### src/rtl/ast_pwr_pkg.sv
// Shared types and constants for the AST remote power sequencer.
// Defaults assume the 32.768 kHz clock.
package ast_pwr_pkg;

    typedef enum logic [2:0] {
        ST_OFF      = 3'd0,
        ST_WAIT_OK  = 3'd1,
        ST_ON       = 3'd2,
        ST_RESET    = 3'd3,
        ST_SHUTDOWN = 3'd4,
        ST_FAULT    = 3'd5,
        ST_RETRY    = 3'd6
    } pwr_state_e;

    localparam int unsigned TMR_W         = 18;
    localparam int unsigned DEF_DEB_CYC   = 32;
    localparam int unsigned DEF_PWROK_TMO = 16384;
    localparam int unsigned DEF_RST_PULSE = 3277;
    localparam int unsigned DEF_OFF_TMO   = 131072;
    localparam int unsigned DEF_RETRY_GAP = 32768;

    // Timer value seen on the last cycle of a dwell of 'cyc' cycles.
    function automatic logic [TMR_W-1:0] tmr_last(input int unsigned cyc);
        return TMR_W'(cyc - 1);
    endfunction

endpackage

### src/rtl/ast_pwr_seq_if.sv
// Request / PSU / system-reset bundle between the remote-control front end and ast_pwr_seq.
interface ast_pwr_seq_if;
    logic       i_ast_pson;
    logic       i_ast_pwroff;
    logic       i_ast_reset;
    logic       i_psu_pwrok;
    logic       o_psu_on;
    logic       o_sys_rst_n;
    logic       o_pwr_fault;
    logic [2:0] o_state;

    modport master (
        output i_ast_pson, i_ast_pwroff, i_ast_reset, i_psu_pwrok,
        input  o_psu_on, o_sys_rst_n, o_pwr_fault, o_state
    );

    modport slave (
        input  i_ast_pson, i_ast_pwroff, i_ast_reset, i_psu_pwrok,
        output o_psu_on, o_sys_rst_n, o_pwr_fault, o_state
    );
endinterface

### src/rtl/ast_req_qual.sv
// Request qualifier: one registered pulse once a level has been high for DEB_CYC
// consecutive cycles; the count saturates so a held request fires only once.
module ast_req_qual
    import ast_pwr_pkg::*;
#(
    parameter int unsigned DEB_CYC = DEF_DEB_CYC
) (
    input  logic i_clk_32k,
    input  logic i_rst_n,
    input  logic req_i,
    output logic pulse_o
);
    localparam int unsigned     CNT_W   = $clog2(DEB_CYC + 1);
    localparam logic [CNT_W-1:0] CNT_MAX = CNT_W'(DEB_CYC);
    localparam logic [CNT_W-1:0] CNT_ARM = CNT_W'(DEB_CYC - 1);

    logic [CNT_W-1:0] cnt_q, cnt_d;
    logic             pulse_q, pulse_d;

    always_comb begin
        cnt_d = '0;
        if (req_i) begin
            cnt_d = (cnt_q == CNT_MAX) ? cnt_q : cnt_q + 1'b1;
        end
        pulse_d = req_i && (cnt_q == CNT_ARM);
    end

    always_ff @(posedge i_clk_32k or negedge i_rst_n) begin
        if (!i_rst_n) begin
            cnt_q   <= '0;
            pulse_q <= 1'b0;
        end else begin
            cnt_q   <= cnt_d;
            pulse_q <= pulse_d;
        end
    end

    assign pulse_o = pulse_q;
endmodule

### src/rtl/ast_pwr_seq.sv
// Remote power sequencer: drives PS_ON and system reset, supervises PWROK with timeouts.
// Define AST_PWR_RETRY_EN to retry once after a PWROK timeout before declaring a fault.
module ast_pwr_seq
    import ast_pwr_pkg::*;
#(
    parameter int unsigned DEB_CYC   = DEF_DEB_CYC,
    parameter int unsigned PWROK_TMO = DEF_PWROK_TMO,
    parameter int unsigned RST_PULSE = DEF_RST_PULSE,
`ifdef AST_PWR_RETRY_EN
    parameter int unsigned RETRY_GAP = DEF_RETRY_GAP,
`endif
    parameter int unsigned OFF_TMO   = DEF_OFF_TMO
) (
    input logic         i_clk_32k,
    input logic         i_rst_n,
    ast_pwr_seq_if.slave bus
);
    logic pson_p, pwroff_p, reset_p;
    logic pwrok_meta_q, pwrok_s_q;
    pwr_state_e       state_q, state_d;
    logic [TMR_W-1:0] tmr_q, tmr_d;
    logic psu_on_q, psu_on_d, rst_n_q, rst_n_d, fault_q, fault_d;
`ifdef AST_PWR_RETRY_EN
    logic retry_q, retry_d;
`endif

    ast_req_qual #(.DEB_CYC(DEB_CYC)) u_qual_pson (
        .i_clk_32k(i_clk_32k), .i_rst_n(i_rst_n), .req_i(bus.i_ast_pson),   .pulse_o(pson_p));
    ast_req_qual #(.DEB_CYC(DEB_CYC)) u_qual_pwroff (
        .i_clk_32k(i_clk_32k), .i_rst_n(i_rst_n), .req_i(bus.i_ast_pwroff), .pulse_o(pwroff_p));
    ast_req_qual #(.DEB_CYC(DEB_CYC)) u_qual_reset (
        .i_clk_32k(i_clk_32k), .i_rst_n(i_rst_n), .req_i(bus.i_ast_reset),  .pulse_o(reset_p));

    always_comb begin
        state_d = state_q;
        case (state_q)
            ST_OFF:     if (pson_p) state_d = ST_WAIT_OK;
            ST_WAIT_OK: begin
                if (pwrok_s_q) begin
                    state_d = ST_ON;
                end else if (tmr_q == tmr_last(PWROK_TMO)) begin
`ifdef AST_PWR_RETRY_EN
                    state_d = retry_q ? ST_FAULT : ST_RETRY;
`else
                    state_d = ST_FAULT;
`endif
                end else if (pwroff_p) begin
                    state_d = ST_SHUTDOWN;
                end
            end
            // Losing PWROK outranks any request while the PSU is meant to be up.
            ST_ON: begin
                if (!pwrok_s_q)    state_d = ST_FAULT;
                else if (pwroff_p) state_d = ST_SHUTDOWN;
                else if (reset_p)  state_d = ST_RESET;
            end
            ST_RESET: begin
                if (!pwrok_s_q)                          state_d = ST_FAULT;
                else if (pwroff_p)                       state_d = ST_SHUTDOWN;
                else if (tmr_q == tmr_last(RST_PULSE))   state_d = ST_ON;
            end
            ST_SHUTDOWN: begin
                if (!pwrok_s_q)                          state_d = ST_OFF;
                else if (tmr_q == tmr_last(OFF_TMO))     state_d = ST_FAULT;
            end
            ST_FAULT:   if (pwroff_p) state_d = ST_OFF;
`ifdef AST_PWR_RETRY_EN
            ST_RETRY: begin
                if (pwroff_p)                            state_d = ST_OFF;
                else if (tmr_q == tmr_last(RETRY_GAP))   state_d = ST_WAIT_OK;
            end
`endif
            default:    state_d = ST_OFF;
        endcase
    end

    always_comb begin
        tmr_d = '0;
        if (state_d == state_q) begin
            tmr_d = (&tmr_q) ? tmr_q : tmr_q + 1'b1;
        end
    end

`ifdef AST_PWR_RETRY_EN
    always_comb begin
        retry_d = retry_q;
        if (state_q == ST_OFF || state_q == ST_ON) begin
            retry_d = 1'b0;
        end else if (state_d == ST_RETRY && state_q != ST_RETRY) begin
            retry_d = 1'b1;
        end
    end
`endif

    // Outputs are decoded from the next state so they register together with it.
    always_comb begin
        psu_on_d = 1'b0;
        rst_n_d  = 1'b0;
        fault_d  = 1'b0;
        case (state_d)
            ST_WAIT_OK, ST_RESET: psu_on_d = 1'b1;
            ST_ON: begin
                psu_on_d = 1'b1;
                rst_n_d  = 1'b1;
            end
            ST_FAULT: fault_d = 1'b1;
            default: ;
        endcase
    end

    always_ff @(posedge i_clk_32k or negedge i_rst_n) begin
        if (!i_rst_n) begin
            pwrok_meta_q <= 1'b0;
            pwrok_s_q    <= 1'b0;
            state_q      <= ST_OFF;
            tmr_q        <= '0;
            psu_on_q     <= 1'b0;
            rst_n_q      <= 1'b0;
            fault_q      <= 1'b0;
`ifdef AST_PWR_RETRY_EN
            retry_q      <= 1'b0;
`endif
        end else begin
            pwrok_meta_q <= bus.i_psu_pwrok;
            pwrok_s_q    <= pwrok_meta_q;
            state_q      <= state_d;
            tmr_q        <= tmr_d;
            psu_on_q     <= psu_on_d;
            rst_n_q      <= rst_n_d;
            fault_q      <= fault_d;
`ifdef AST_PWR_RETRY_EN
            retry_q      <= retry_d;
`endif
        end
    end

    assign bus.o_psu_on    = psu_on_q;
    assign bus.o_sys_rst_n = rst_n_q;
    assign bus.o_pwr_fault = fault_q;
    assign bus.o_state     = state_q;
endmodule

### src/flat_wrapper.sv
// flat-port wrapper written by rule: the top's interface ports become plain ports
module ast_pwr_seq_flat import ast_pwr_pkg::*;
#(
    parameter int unsigned DEB_CYC   = DEF_DEB_CYC,
    parameter int unsigned PWROK_TMO = DEF_PWROK_TMO,
    parameter int unsigned RST_PULSE = DEF_RST_PULSE,

    parameter int unsigned OFF_TMO   = DEF_OFF_TMO
)
  (i_clk_32k, i_rst_n, bus_i_ast_pson, bus_i_ast_pwroff, bus_i_ast_reset, bus_i_psu_pwrok, bus_o_psu_on, bus_o_sys_rst_n, bus_o_pwr_fault, bus_o_state);
  ast_pwr_seq_if bus_i ();
  input logic i_clk_32k;
  input logic i_rst_n;
  input wire logic [$bits(bus_i.i_ast_pson)-1:0] bus_i_ast_pson;
  input wire logic [$bits(bus_i.i_ast_pwroff)-1:0] bus_i_ast_pwroff;
  input wire logic [$bits(bus_i.i_ast_reset)-1:0] bus_i_ast_reset;
  input wire logic [$bits(bus_i.i_psu_pwrok)-1:0] bus_i_psu_pwrok;
  output wire logic [$bits(bus_i.o_psu_on)-1:0] bus_o_psu_on;
  output wire logic [$bits(bus_i.o_sys_rst_n)-1:0] bus_o_sys_rst_n;
  output wire logic [$bits(bus_i.o_pwr_fault)-1:0] bus_o_pwr_fault;
  output wire logic [$bits(bus_i.o_state)-1:0] bus_o_state;
  assign bus_i.i_ast_pson = bus_i_ast_pson;
  assign bus_i.i_ast_pwroff = bus_i_ast_pwroff;
  assign bus_i.i_ast_reset = bus_i_ast_reset;
  assign bus_i.i_psu_pwrok = bus_i_psu_pwrok;
  assign bus_o_psu_on = bus_i.o_psu_on;
  assign bus_o_sys_rst_n = bus_i.o_sys_rst_n;
  assign bus_o_pwr_fault = bus_i.o_pwr_fault;
  assign bus_o_state = bus_i.o_state;
  ast_pwr_seq #(.DEB_CYC(DEB_CYC), .PWROK_TMO(PWROK_TMO), .RST_PULSE(RST_PULSE), .OFF_TMO(OFF_TMO)) u_core (.i_clk_32k(i_clk_32k), .i_rst_n(i_rst_n), .bus(bus_i));
endmodule
### config.mk
export PLATFORM = sky130hd
export DESIGN_NAME = ast_pwr_seq_flat
export DESIGN_NICKNAME = d
export VERILOG_FILES = /design/src/rtl/ast_pwr_pkg.sv /design/src/rtl/ast_pwr_seq_if.sv /design/src/rtl/ast_req_qual.sv /design/src/rtl/ast_pwr_seq.sv /design/src/flat_wrapper.sv
export SDC_FILE = /design/constraint.sdc
export NUM_CORES = 1
export LEC_CHECK = 0
export CORE_MARGIN = 2
export CORE_UTILIZATION = 64
export DETAILED_ROUTE_END_ITERATION = 8
export PLACE_DENSITY = 0.95
export SLEW_MARGIN = 20
export SYNTH_ARGS = -nofsm -noshare
export SYNTH_HDL_FRONTEND = slang
export SYNTH_SLANG_ARGS = --single-unit
### constraint.sdc
create_clock -name i_clk_32k -period 5.32 [get_ports i_clk_32k]
set_clock_uncertainty 0.2 [all_clocks]
set_input_delay 1.064 -clock i_clk_32k [delete_from_list [all_inputs] [get_ports i_clk_32k]]
set_output_delay 1.064 -clock i_clk_32k [all_outputs]
set_load 0.01 [all_outputs]
== After elaboration in Yosys (flattened, before gate mapping) ==
Index checks and enable logic that the tools add are counted.

* Register bits: 47
* Logic and storage cells: 71
* Bits of input ports: 6

* Reductions and logical operators: 6
* Equality and inequality tests: 23
* Add/sub/neg operators: 4
* Mux-type cells: 25

{| class="wikitable"
|+ Operators with widths
! cell !! count
|-
| $mux W3 || 13
|-
| $mux W18 || 2
|-
| $mux W6 || 6
|-
| $add A18 B1 Y18 const B || 1
|-
| $add A6 B1 Y6 const B || 3
|-
| $eq A18 B12 Y1 const B || 1
|-
| $eq A18 B14 Y1 const B || 1
|-
| $eq A18 B17 Y1 const B || 1
|-
| $eq A6 B5 Y1 const B || 3
|-
| $eq A6 B6 Y1 const B || 3
|-
| $pmux W3 S6 || 1
|-
| $reduce_and A18 Y1 || 1
|-
| $eq A3 B2 Y1 const B || 4
|-
| $eq A3 B3 Y1 const B || 3
|-
| $ne A2 B2 Y1 const B || 4
|-
| $eq A3 B1 Y1 const B || 2
|-
| $eq A3 B3 Y1 || 1
|-
| $logic_and A1 B1 Y1 || 3
|-
| $logic_not A3 Y1 || 1
|-
| $mux W1 || 3
|-
| $reduce_or A3 Y1 || 1
|}

== Depth between registers and ports, before layout ==
* Depth in word-level cells: 8
* Mapped depth: 9
* Mapped depth without buffers: 8

== Modules after synthesis ==
From an unflattened synthesis, not the netlist that was laid out.

* Cell total of the unflattened synthesis: 259
* Area, all modules: 2499.9 sq um

{| class="wikitable"
|+ Modules (own cells, without submodules)
! module !! sequential area each (sq um) !! cells an instance !! area each (sq um) !! instances
|-
| ast_pwr_seq || 650.6 || 157 || 1460.2 || 1
|-
| ast_req_qual || 175.2 || 34 || 346.6 || 3
|}

== Worst setup path before layout ==
No wires, ideal clock.

* Path type: reg2reg
* Start point: register u_core.state_q[0] (netlist: u_core.bus.o_state[0])
* End point: register u_core.tmr_q[7]
* Cell stages (with the launch flop): 9
* Setup time: 0.120 ns
* Clock period less this slack: 2.087 ns
* Data required time: 5.000 ns
* Setup slack: 3.233 ns
* Arrival: 1.767 ns
* Buffers on the path: 2
* Path through: dfrtp_1 -> buf_4 -> or3b_1 -> a21oi_1 -> a211oi_1 -> o21a_1 -> o21ai_4 -> buf_6 -> nor2_1

* Cells in the longest elaborated chain, start to end: 6
* Elaborated cells between the ends (all ways): 23

{| class="wikitable"
|+ Ends and longest elaborated chain
! element !! RTL line !! source
|-
| start: declaration || ast_pwr_seq.sv:20 || <nowiki>pwr_state_e state_q, state_d;</nowiki>
|-
| start signal: assignment || ast_pwr_seq.sv:126 || <nowiki>state_q <= state_d;</nowiki>
|-
| $mux W3 (on tied branches) || ast_pwr_seq.sv:60, ast_pwr_seq.sv:47, ast_pwr_seq.sv:55 ||
|-
| $mux W3 (on tied branches) || ast_pwr_seq.sv:59, ast_pwr_seq.sv:41, ast_pwr_seq.sv:54 ||
|-
| $mux W3 (on tied branches) || ast_pwr_seq.sv:58, ast_pwr_seq.sv:39, ast_pwr_seq.sv:53 ||
|-
| $pmux W3 S6 || ast_pwr_seq.sv:36 || <nowiki>case (state_q)</nowiki>
|-
| $eq A3 B3 Y1 (*) || ast_pwr_seq.sv:79 || <nowiki>if (state_d == state_q) begin</nowiki>
|-
| $ne A2 B2 Y1 (no source line) or $mux W18 (tied branches) || n/a ||
|-
| end signal: assignment || ast_pwr_seq.sv:127 || <nowiki>tmr_q <= tmr_d;</nowiki>
|-
| end: declaration || ast_pwr_seq.sv:21 || <nowiki>logic [TMR_W-1:0] tmr_q, tmr_d;</nowiki>
|}

Every way passes the cells marked *; elsewhere a longest branch is shown, timed or not.
A chain may end at the register's enable or synchronous reset.

== Final worst setup path ==
* Start point: register u_core.state_q[1] (netlist: u_core.bus.o_state[1])
* End point: output bus_o_state[1]

{| class="wikitable"
|+ RTL lines
! element !! RTL line !! source
|-
| end: declaration || flat_wrapper.sv:21 || <nowiki>output wire logic [$bits(bus_i.o_state)-1:0] bus_o_state;</nowiki>
|}

No word-level cell between the ends.

==> results.ini <==
[cells_and_area]
layout-drive-gt1-share_pct = 6.34
multiInputGateArea_um2 = 1270
n_antenna_cell = 0
register_area_um2 = 1180
syn_to_final_growth_pct = 8.89
fillers = 272
layoutNonFillerInstCount = 316
finalNetCount = 281

[sta]
fin_crit_ns = 2.74
hold_violations = 0
tightest_slew_ns = 0.648
rsz0062_at_grt = false
slew_headroom_pct = 56.4
setup-tns-final_ns = 0
finalCritPeriodShare_pct = 51.5
fmax_mhz = 365
final_max_slew_viol_count = 0
final-setup-viol-count = 0

[floorplan]
start_util_pct = 67.7
core_area_um2 = 3740
io_pins = 12
die_area_um2 = 4480
fp.dieH_um = 66.9
die_width_um = 66.9
rows = 22

[worst_setup_path]
critPathMaxStageDelay_ns = 0.61
cp_max_fo = 11
critical_path.top_delay_family = buffers and inverters
critical_path_class = reg -> out
path_buf_inv = 1
worstSetupStartpointType = flop
cp_slowest_cell = clkdlybuf4s50_1
critPathArrivalTime_ns = 1.48
cp-end-kind = primary output
path_cells = clkdlybuf4s50_1
cp.required_ns = 4.06

[synth]
synth_edf_count = 0
syn_area_um2 = 2530
synthCells = 253
ys_async_sr_fraction_pct = 100
synth_common_cells = dfrtp_1, nor2_1, nand3_1, nand2_1, xnor2_1
yosysSeqAreaShare_pct = 46.4
syn-num-nets = 267
synth_ff_type = dfrtp_1
synthMostInstantiatedCell = dfrtp_1
synth_area_leaders = dfrtp_1, xnor2_1, ha_1
synth_top_area_cell = dfrtp_1
avgSynthCellArea_um2 = 10.0
synth_warnings = 0
yosys.cell_types.count = 45
synth-seq-cells = 47
yosysTopAreaCellShare_pct = 46.4

[run]
maxCapViolations = 0

[detailed_routing]
routedWlPerCell_um = 15.2
drc = 0
drtIter0Drc = 161
ant_nets = 0
viasPerCell = 5.91
dr.pass1.iters = 4
drt-total-wl_mm = 4.80
vias = 1866

[clock_network]
clkSlewWorstSetupHoldPaths_ns = 0.09
cts_inserted_buffers = 5
cts.sinks = 47
htree_levels = 2
cts.path.max_buffers = 2
clock_latency_ns = 0.30
cts_resized = 0
cts-root-buf = clkbuf_8
ctsHoldBuffers = 0
cts_tree = built
post_cts_buffers = 0

[global_route]
grt_pass1_wl_mm = 8.12
grt_max_degree = 48
antenna_found_initial = 0
grt_usage_pct = 24.6
grt_pass1_vias = 1828
grt-ovfl-total = 0

[pwr]
p_sw_w = 0.000147
p_comb_share_pct = 4.8
ir_worst_vdd_mv = 0.183
power.internal_w = 0.000482
total_leakage_power_nw = 1.19
power_frac_seq_pct = 59.0
swShare_pct = 23.4
clockPowerShare_pct = 36.2
power_density_nw_per_um2 = 228

[worst_hold_path]
hp-class = reg -> reg

[placed_design]
dp_hpwl_mm = 3.36
dp_cells = 308
gp_congestion = 0.848
io_buffer_count = 11

[run_status]
run_status = complete, no violations

-- registers in the layout (all words and copies together), names as in the netlist --
| name | flops |
|---|---|
| u_core.tmr_q | 18 |
| u_core.bus.o_state | 3 |
| u_core.u_qual_pson.pulse_o | 1 |
| u_core.u_qual_pwroff.pulse_o | 1 |
| u_core.u_qual_reset.pulse_o | 1 |
| u_core.pwrok_s_q | 1 |
| u_core.pwrok_meta_q | 1 |
| u_core.u_qual_reset.cnt_q | 6 |
| u_core.bus.o_pwr_fault | 1 |
| u_core.u_qual_pson.cnt_q | 6 |
| u_core.bus.o_psu_on | 1 |
| u_core.u_qual_pwroff.cnt_q | 6 |
| u_core.bus.o_sys_rst_n | 1 |
-- per-layer routing --
metal	wire length, um	track usage [%]	up-vias
met5	0	0	-
met2	2300	40.5	50
met1	2220	32.3	893
met3	197	5.24	8
li1	-	-	915
met4	82	8.42	0
-- power groups by stage --
stage	Sequential, W	Clock, W	Combinational, W
6_report	0.000372	0.000228	0.0000301
5_1_grt	0.000373	0.000249	0.0000356
4_1_cts	0.000372	0.000231	0.0000308
3_5_place_dp	0.000379	0	0.0000304
3_3_place_gp	0.000378	0	0.0000290
2_1_floorplan	0.000376	0	0.0000174
-- cells in the final DEF, fill, tap and decap left out, drive strengths merged, types with 3 or more instances in the layout --
cell,netlist,final
ha,8,8
mux2i,4,4
a21oi,6,6
nand2,18,18
xnor2,16,16
xor2,6,6
dfrtp,47,47
clkdlybuf4s50,0,10
nor3,9,9
clkbuf,0,6
nor3b,3,3
nand4,5,5
and4,4,4
and3,6,6
nor4,6,6
a211oi,6,6
o21ai,4,4
inv,13,13
nor2,24,24
nand3,19,19
o21a,5,5
and2,15,15
nor2b,6,6
-- stage by stage --
| step | power [W] | setup slack [ns] | utilization [%] | hold slack [ns] | instance area [um^2] |
|---|---|---|---|---|---|
| floorplan | 0.000393 | 3.23 | - | 0.131 | 2530 |
| global placement | 0.000407 | 2.95 | 71.0 | 0.134 | 2660 |
| detailed placement | 0.000409 | 2.90 | 71.0 | 0.156 | 2660 |
| CTS | 0.000634 | 2.58 | 73.6 | 0.171 | 2760 |
| global route | 0.000658 | 2.53 | 73.7 | 0.174 | 2760 |
| finish | 0.000630 | 2.58 | 73.7 | 0.160 | 2760 |
-- kinds of logic (layout without fill, tap and decap cells) --
group	Yosys count	in the layout	share of synthesized area (%)
flops	47	47	46.4
xor+xnor	22	22	7.60
simple gates	125	125	28.0
compound gates	30	30	8.89
buf+inv	17	32	3.56
mux	4	4	1.58
fa+ha+maj	8	8	3.95
-- worst paths after layout --
check / startpoint / to / slack (ns) / cells after the start
worst max-delay path: u_core.bus.o_state[1]$_DFF_PN0_ / bus_o_state[1] / 2.58 / 1
worst min-delay path: u_core.pwrok_meta_q$_DFF_PN0_ / u_core.pwrok_s_q$_DFF_PN0_ / 0.16 / 0
worst max register to register: u_core.tmr_q[0]$_DFFE_PN0P_ / u_core.tmr_q[17]$_DFFE_PN0P_ / 2.89 / 7
worst min register to register: u_core.pwrok_meta_q$_DFF_PN0_ / u_core.pwrok_s_q$_DFF_PN0_ / 0.16 / 0
max in group asynchronous: i_rst_n / u_core.pwrok_meta_q$_DFF_PN0_ / 3.98 / 1
min in group asynchronous: i_rst_n / u_core.tmr_q[14]$_DFFE_PN0P_ / 0.55 / 1
-- final cells by class --
cell class,count,share of cell area (%)
Clock buffer,6,2.99
Clock inverter,2,0.590
Inverter,13,1.77
Sequential cell,47,42.6
Multi-Input combinational cell,189,45.9
Timing Repair Buffer,11,3.90
Tap cell,48,2.18
-- worst register-to-register path, delay by kind of cell (launching register included) --
| kind | cells | cell delay, ns |
|---|---|---|
| AND/OR/NAND/NOR | 5 | 0.94 |
| flip-flops | 1 | 0.45 |
| AO/OA/AOI/OAI | 1 | 0.44 |
| adder cells (fa/ha/maj) | 1 | 0.26 |
Note: power is estimated with default switching activity, not from simulation.
